**src/rtl/regfile_dump.sv**
```systemverilog
// Walks register indices [range_lo..range_hi] on a spare read port and streams each value, tagged with its index.
// Latency: first beat 2 cycles after start, then 1 beat per 2 cycles; done pulses 1 cycle after the last beat is accepted.
// Backpressure: beats hold stable while out_ready=0. REGDUMP_CHECKSUM_EN appends an XOR checksum beat.
module regfile_dump #(
    parameter int DATA_W = 32,
    parameter int IDX_W  = 5
) (
    input  logic              clk,
    input  logic              rst_n,
    input  logic              start,
    input  logic [IDX_W-1:0]  range_lo,
    input  logic [IDX_W-1:0]  range_hi,
    output logic [IDX_W-1:0]  rf_addr,
    input  logic [DATA_W-1:0] rf_data,
    output logic              out_valid,
    input  logic              out_ready,
    output logic [DATA_W-1:0] out_data,
    output logic [IDX_W-1:0]  out_idx,
    output logic              out_last,
    output logic              out_chk,
    output logic              busy,
    output logic              done,
    output logic              err
);

`ifdef REGDUMP_CHECKSUM_EN
    typedef enum logic [2:0] {IDLE, LOAD, SEND, DONE, CHK} state_t;
`else
    typedef enum logic [2:0] {IDLE, LOAD, SEND, DONE} state_t;
`endif

    state_t             state, state_nxt;
    logic [IDX_W-1:0]   ptr, ptr_nxt;
    logic [IDX_W-1:0]   hi, hi_nxt;
    logic [DATA_W-1:0]  data_nxt;
    logic [IDX_W-1:0]   idx_nxt;
    logic               valid_nxt, last_nxt, err_nxt;
`ifdef REGDUMP_CHECKSUM_EN
    logic [DATA_W-1:0]  acc, acc_nxt;
    logic               chk_q, chk_nxt;
`endif

    always_ff @(posedge clk or negedge rst_n) begin
        if (!rst_n) begin
            state     <= IDLE;
            ptr       <= '0;
            hi        <= '0;
            out_data  <= '0;
            out_idx   <= '0;
            out_valid <= 1'b0;
            out_last  <= 1'b0;
            err       <= 1'b0;
`ifdef REGDUMP_CHECKSUM_EN
            acc       <= '0;
            chk_q     <= 1'b0;
`endif
        end else begin
            state     <= state_nxt;
            ptr       <= ptr_nxt;
            hi        <= hi_nxt;
            out_data  <= data_nxt;
            out_idx   <= idx_nxt;
            out_valid <= valid_nxt;
            out_last  <= last_nxt;
            err       <= err_nxt;
`ifdef REGDUMP_CHECKSUM_EN
            acc       <= acc_nxt;
            chk_q     <= chk_nxt;
`endif
        end
    end

    always_comb begin
        state_nxt = state;
        ptr_nxt   = ptr;
        hi_nxt    = hi;
        data_nxt  = out_data;
        idx_nxt   = out_idx;
        valid_nxt = out_valid;
        last_nxt  = out_last;
        err_nxt   = err;
`ifdef REGDUMP_CHECKSUM_EN
        acc_nxt   = acc;
        chk_nxt   = chk_q;
`endif
        unique case (state)
            IDLE: begin
                if (start) begin
                    if (range_lo <= range_hi) begin
                        ptr_nxt   = range_lo;
                        hi_nxt    = range_hi;
                        err_nxt   = 1'b0;
`ifdef REGDUMP_CHECKSUM_EN
                        acc_nxt   = '0;
`endif
                        state_nxt = LOAD;
                    end else begin
                        err_nxt   = 1'b1;
                        state_nxt = DONE;
                    end
                end
            end
            LOAD: begin
                data_nxt  = rf_data;
                idx_nxt   = ptr;
                valid_nxt = 1'b1;
`ifdef REGDUMP_CHECKSUM_EN
                // The checksum beat carries the last flag instead.
                last_nxt  = 1'b0;
                acc_nxt   = acc ^ rf_data;
`else
                last_nxt  = (ptr == hi);
`endif
                state_nxt = SEND;
            end
            SEND: begin
                if (out_ready) begin
                    valid_nxt = 1'b0;
`ifdef REGDUMP_CHECKSUM_EN
                    chk_nxt   = 1'b0;
`endif
                    if (out_last) begin
                        state_nxt = DONE;
`ifdef REGDUMP_CHECKSUM_EN
                    end else if (ptr == hi) begin
                        state_nxt = CHK;
`endif
                    end else begin
                        ptr_nxt   = ptr + IDX_W'(1);
                        state_nxt = LOAD;
                    end
                end
            end
            DONE: state_nxt = IDLE;
`ifdef REGDUMP_CHECKSUM_EN
            CHK: begin
                data_nxt  = acc;
                idx_nxt   = hi;
                chk_nxt   = 1'b1;
                last_nxt  = 1'b1;
                valid_nxt = 1'b1;
                state_nxt = SEND;
            end
`endif
            default: state_nxt = IDLE;
        endcase
    end

    assign rf_addr = ptr;
    assign busy    = (state != IDLE) && (state != DONE);
    assign done    = (state == DONE);
`ifdef REGDUMP_CHECKSUM_EN
    assign out_chk = chk_q;
`else
    assign out_chk = 1'b0;
`endif

endmodule

```
**config.mk**
```make
export PLATFORM = sky130hd
export DESIGN_NAME = regfile_dump
export DESIGN_NICKNAME = d
export VERILOG_FILES = /design/src/rtl/regfile_dump.sv
export SDC_FILE = /design/constraint.sdc
export NUM_CORES = 1
export LEC_CHECK = 0
export ABC_AREA = 1
export BUFFER_PORTS_ARGS = -buffer_cell sky130_fd_sc_hd__buf_2
export CAP_MARGIN = 0
export CORE_MARGIN = 4
export CORE_UTILIZATION = 40
export CTS_CLUSTER_SIZE = 16
export DETAILED_ROUTE_END_ITERATION = 12
export PLACE_DENSITY_LB_ADDON = 0.15
export SLEW_MARGIN = 15
export SYNTH_ARGS = -nofsm -noshare
export SYNTH_HDL_FRONTEND = slang
export SYNTH_SLANG_ARGS = --single-unit
```
**constraint.sdc**
```tcl
create_clock -name clk -period 1.3 [get_ports clk]
set_input_delay 0.065 -clock clk [delete_from_list [all_inputs] [get_ports clk]]
set_output_delay 0.065 -clock clk [all_outputs]
set_load 0.02 [all_outputs]
```
# ---- Yosys cells after proc, flatten, opt, wreduce, memory -nomap -nowiden
# Cells that the tools add are included.
dict set report word_totals {
  ff_bits 53
  inputBits 46
  output_inout_bits 48
  word_cells 42
}
dict set report classes {
  add_sub_neg 1
  magnitude_cmp 1
  n_eq_ne 9
  mux 13
  n_reduce_logical 10
}
# operator count
set op_table {}
lappend op_table {{5-bit two-way mux} 4}
lappend op_table {{5-bit one-hot mux with 2 select lines} 1}
lappend op_table {{3-bit one-hot mux with 3 select lines} 1}
lappend op_table {{2-bit inequality test (second input constant)} 4}
lappend op_table {{3-bit by 2-bit equality test with 1-bit output (second input constant)} 2}
lappend op_table {{3-bit two-way mux} 2}
lappend op_table {{2-bit AND reduction} 3}
lappend op_table {{5-bit by 1-bit adder with 5-bit output (second input constant)} 1}
lappend op_table {{5-bit equality test} 1}
lappend op_table {{5-bit <= comparator} 1}
lappend op_table {{5-bit AND reduction} 1}
lappend op_table {{2-bit two-way mux} 2}
lappend op_table {{2-bit nonzero test} 2}
lappend op_table {{3-bit by 1-bit equality test with 1-bit output (second input constant)} 1}
lappend op_table {{3-bit zero test} 1}
lappend op_table {{3-bit by 2-bit inequality test with 1-bit output (second input constant)} 1}
lappend op_table {{3-bit AND reduction} 1}
lappend op_table {{3-bit nonzero test} 1}
lappend op_table {{1-bit two-way mux} 2}
lappend op_table {{1-bit one-hot mux with 2 select lines} 1}
lappend op_table {{1-bit logical AND} 1}

# ---- Logic depth before layout (Yosys ltp)
dict set report depth {
  depth_word 4
  depth_mapped 10
  mapped_depth_nobuf 10
}

# ---- Worst setup path before layout
# OpenSTA, ideal clock, no wires.
dict set report synth_path {
  path_kind {reg-to-reg}
  startpoint {reg state[0]}
  endpoint {reg ptr[3], in the netlist rf_addr[3]}
  setup_time_ns 0.118
  t_arrival_ns 1.326
  required_time_ns 1.182
  setup_slack_ns -0.144
  path_stages_with_launch 10
  n_path_buf 1
  synth_period_minus_slack_ns 1.444
  path_cell_list {dfrtp_1 > inv_1 > ha_1 > buf_6 > nand2_1 > inv_2 > nor3_4 > nand2_2 > nand2_1 > nand2_1}
}
dict set report synth_between {
  elab_chain_len 3
  elab_cells_between_ends 9
  cone_classes {eq/ne (5); mux (1); reduce/logical (3)}
}
# element line_no
set synth_lines {}
lappend synth_lines {{start, declared} 32} ;# state_t state, state_nxt;
lappend synth_lines {{start signal, assigned} 58} ;# state <= state_nxt;
lappend synth_lines {{3-bit by 2-bit equality test with 1-bit output / 3-bit zero test (equally long branches)} 86} ;# unique case (state)
lappend synth_lines {{2-bit inequality test (no source line) / 2-bit nonzero test (equally long branches)} --}
lappend synth_lines {{5-bit AND reduction (no source line)} --}
lappend synth_lines {{end signal, assigned} 59} ;# ptr <= ptr_nxt;
lappend synth_lines {{end, declared} 33} ;# logic [IDX_W-1:0] ptr, ptr_nxt;
# Parallel ways exist; a longest one is shown, timed or not.
# A chain may end at the register's enable or synchronous reset.

# ---- Final worst setup path
dict set report layout_path {
  startpoint {reg state[0]}
  endpoint {reg ptr[0], in the netlist rf_addr[0]}
}
# The elaborated chain is that of the path after synthesis.

==> results.txt <==
----------------------------------------------------
[Placed design]
  Total placed cells including tap cells ... approximately 460
  DP Area ... 3090 sq um
  Gpl congestion ... 0.881
  Hpwl dp ... about 4.3 mm
  Worst slack at placement ... -0.181 ns
  Buffers added on ports ... slightly above 90

[Floorplan]
  Initial core utilization ... 0.412
  Die Height ... ~86 um
  Core box area ... between 5000 and 6000 sq um
  Number of rows created at floorplan ... 28
  Die ar. ... roughly 7400 sq um
  Number of top-level pins ... between 90 and 100
  Die Wd ... about 86 um

[Finish]
  Post-layout nets ... between 400 and 500
  Diode insertion count for antenna repair ... 0
  Fin cells ... 508
  Fraction of the core area covered by cells at the end of the flow ... 0.619
  Area of all placed cells without fillers ... ~3600 sq um
  Total area of multi-input combinational cells ... about 1100 sq um
  Number of inserted filler cells in the final layout ... ~540
  Proportion of layout cells with a drive suffix above 1 ... 0.342
  Area growth, synth to finish ... 50.2%
  Seq. cell area ... roughly 1300 sq um

[Logic synthesis]
  Biggest area consumer among synthesized cells ... sky130_fd_sc_hd__dfrtp_1
  Number of cells produced by synthesis ... between 200 and 300
  Number of enable flip-flop cells after synthesis ... 0
  Mean instance size in the synthesized netlist ... between 8 and 9 sq um
  Synthesis Warnings ... 0
  Cell Area, Synth ... roughly 2400 sq um
  Synthesized Nets ... 347
  Commonest cells in the netlist ... 151 x sky130_fd_sc_hd__nand2_1, 52 x sky130_fd_sc_hd__dfrtp_1, 18 x sky130_fd_sc_hd__inv_1
  Dominant register cell in the synthesized netlist ... sky130_fd_sc_hd__dfrtp_1
  Register bit total from synthesis ... between 50 and 60
  Part of the Yosys area used for sequential elements ... 0.537
  Most repeated cell in the gate-level netlist after synthesis ... sky130_fd_sc_hd__nand2_1
  Unique cell type count in the Yosys netlist ... 29
  Share of async-settable or async-resettable flops after synthesis ... 1.00
  Area share of the leading cell type in the synthesized netlist ... 0.537
  Biggest area contributors in the synthesized netlist ... sky130_fd_sc_hd__dfrtp_1 54%, sky130_fd_sc_hd__nand2_1 23%, sky130_fd_sc_hd__ha_1 5.2%

[Worst setup path]
  Critical path peak fanout ... 4
  Logic depth of the worst register-to-register path ... 8
  Signal arrival time at the worst endpoint ... 1.59 ns
  CP Data Required Time ... ~1.5 ns
  Worst r2r src ... state[0]
  Critical path capture point type ... flip-flop
  Setup Crit Path Kind ... reg -> reg
  Worst path max stage delay ... 0.41 ns
  Cell at the slowest stage of the critical path ... sky130_fd_sc_hd__dfrtp_1
  Worst-path cell chain ... inv_2 > ha_4 > inv_8 > o22ai_4 > nor3_4 > buf_4 > nand3_1 > nand2_1
  Reg2Reg Setup Slack ... -0.09 ns
  Endpoint of the lowest-slack register-to-register path ... rf_addr[0]
  Crit start category ... flip-flop

[Clock tree]
  Maximum buffer depth of the clock tree ... 2
  TritonCTS Buffers ... 5
  Clock sink total ... 52
  Library cell used as clock root buffer ... sky130_fd_sc_hd__clkbuf_8
  TritonCTS clock tree ... built
  Clock latency on the worst-skew pair ... around 0.30 ns
  Count of H-tree levels built during CTS ... 2
  Clk slew on worst S/H paths ... 0.09 ns

[Global routing]
  Antenna violations before repair ... 0
  Vias in the first global route ... 2254
  GR Util All Layers ... 0.175
  First-pass GRT wire length ... around 10 mm
  Largest net degree at the start of global routing ... 53
  Residual overflow from global routing ... 0

[Timing]
  Max Transition Viols Final ... 0
  Setup repair after global routing missed its margin ... true
  Period utilisation layout ... 1.07
  Tightest hold margin ... ~0.008 ns
  Setup total negative slack ... -0.461 ns
  Worst clock skew on the final layout ... ~0.0054 ns
  Final number of hold-violating endpoints ... 0
  Count of endpoints failing setup in the final report ... 7
  FMAX ... around 720 MHz
  Final Critical Period ... between 1 and 1.5 ns
  Final worst slack ... -0.0945 ns

[Min path]
  Hold/Removal Path Class ... in -> reg
  Hold Path Cell Cnt ... 3
  Critical hold path startpoint ... range_hi[0]
  Endpoint of the worst hold-timing path ... hi[0]

[Power and ir drop]
  Final Total Pwr ... 8.81 mW
  Static leakage ... between 2 and 2.5 nW
  Cell Pwr Density ... roughly 2400 nW/um^2
  IR Drop Worst-Case VDD ... about 0.0016 V

[Flow run]
  Max-cap check violation count ... 0

[Run status]
  Violations in the final reports ... setup timing
  Status ... finished, violations left

[Drt]
  1st-iter DRT viols ... between 90 and 100
  Post-detailed-route via-to-cell ratio ... around 4.5
  Total Routed Length ... ~6.3 mm
  Routed vias ... approximately 2300
  Count of antenna-violating nets left after detailed routing ... 0
  Post-detailed-route wirelength per cell ... 12.3 um
  Number of optimization iterations in the first detailed-route pass ... 4
  DRC violation count after routing ... 0

----------------------------------------------------
-- flip-flops by register name, summed over array words and instances (netlist names) --
signal and cells:
out_data 32, err 1, state 2, out_last 1, rf_addr 5, hi 5, out_idx 5, out_valid 1
-- logic make-up after synthesis --
family	after synthesis	share of synthesized area
AOI/OAI and AO/OA	19	0.0506
other	1	0.00155
xor gates and xnor gates	2	0.00723
and+or+nand+nor	175	0.293
adders and majority gates	10	0.0516
buffers and inverters	32	0.0589
DFF	52	0.537
-- critical path: cells and delay by family (launching register included) --
kind,cells,cell delay (ns)
DFF,1,0.41
AOI/OAI and AO/OA,1,0.19
adders and majority gates,1,0.21
and+or+nand+nor,3,0.20
buffers and inverters,3,0.28
-- timing repair --
item / 4_1_cts / 5_1_grt
pin swaps: 5 / 7
setup buffers: 2 / 1
endpoints found under the hold margin: 84 / 0
gates resized for setup: 11 / 17
hold buffers: 33 / 0
gates cloned: 0 / 1
endpoints found under the setup margin: 54 / 54
-- per-layer routing --
metal / part of all wire / up-vias / GRT usage
met3: 0.061 / 6 / 0.0384
met4: 0.010 / 0 / 0.0547
met1: 0.45 / 1037 / 0.236
met2: 0.48 / 60 / 0.282
met5: 0 / - / 0
li1: - / 1186 / -
-- report_power, final --
group          internal [mW]  total (mW)  switching, mW
clock network          0.433       0.946          0.513
registers               2.40        2.92          0.517
logic                   1.97        4.94           2.97
total                   4.81        8.81           4.00
-- area by class of cell --
class                      count  area share
multi-input combinational    208       0.295
clock inverter                 1     0.00206
tap                           75      0.0258
inverter                      21      0.0251
clock buffer                   7      0.0237
sequential                    52       0.358
timing repair buffer         144       0.271
-- cells in the final DEF, fill, tap and decap left out, types with 2 or more instances in the layout --
| cell | instances |
|---|---|
| sky130_fd_sc_hd__inv_2 | 4 |
| sky130_fd_sc_hd__buf_4 | 13 |
| sky130_fd_sc_hd__nand3_1 | 9 |
| sky130_fd_sc_hd__a21oi_1 | 2 |
| sky130_fd_sc_hd__o21ai_0 | 6 |
| sky130_fd_sc_hd__buf_2 | 90 |
| sky130_fd_sc_hd__nand2_1 | 146 |
| sky130_fd_sc_hd__nand2_2 | 6 |
| sky130_fd_sc_hd__clkbuf_8 | 6 |
| sky130_fd_sc_hd__buf_6 | 6 |
| sky130_fd_sc_hd__o21ai_1 | 3 |
| sky130_fd_sc_hd__o21ai_2 | 2 |
| sky130_fd_sc_hd__dlygate4sd3_1 | 33 |
| sky130_fd_sc_hd__nand3_2 | 4 |
| sky130_fd_sc_hd__buf_12 | 2 |
| sky130_fd_sc_hd__nand2_4 | 2 |
| sky130_fd_sc_hd__inv_4 | 2 |
| sky130_fd_sc_hd__dfrtp_1 | 51 |
| sky130_fd_sc_hd__nand4_1 | 2 |
| sky130_fd_sc_hd__nor2_1 | 4 |
| sky130_fd_sc_hd__ha_1 | 7 |
| sky130_fd_sc_hd__ha_4 | 3 |
| sky130_fd_sc_hd__inv_1 | 14 |
-- how the worst max path moves through the flow --
stage	startpoint	slack, ns	end	cells after the start
2_1_floorplan	state[1]	-0.10	rf_addr[3]	8
3_3_place_gp	state[1]	-0.14	rf_addr[2]	8
3_5_place_dp	state[1]	-0.18	rf_addr[2]	8
4_1_cts	state[0]	-0.09	rf_addr[0]	8
5_1_grt	state[1]	-0.19	rf_addr[0]	7
6_report	state[0]	-0.09	rf_addr[0]	8
Power figures use the tool's default switching activity.
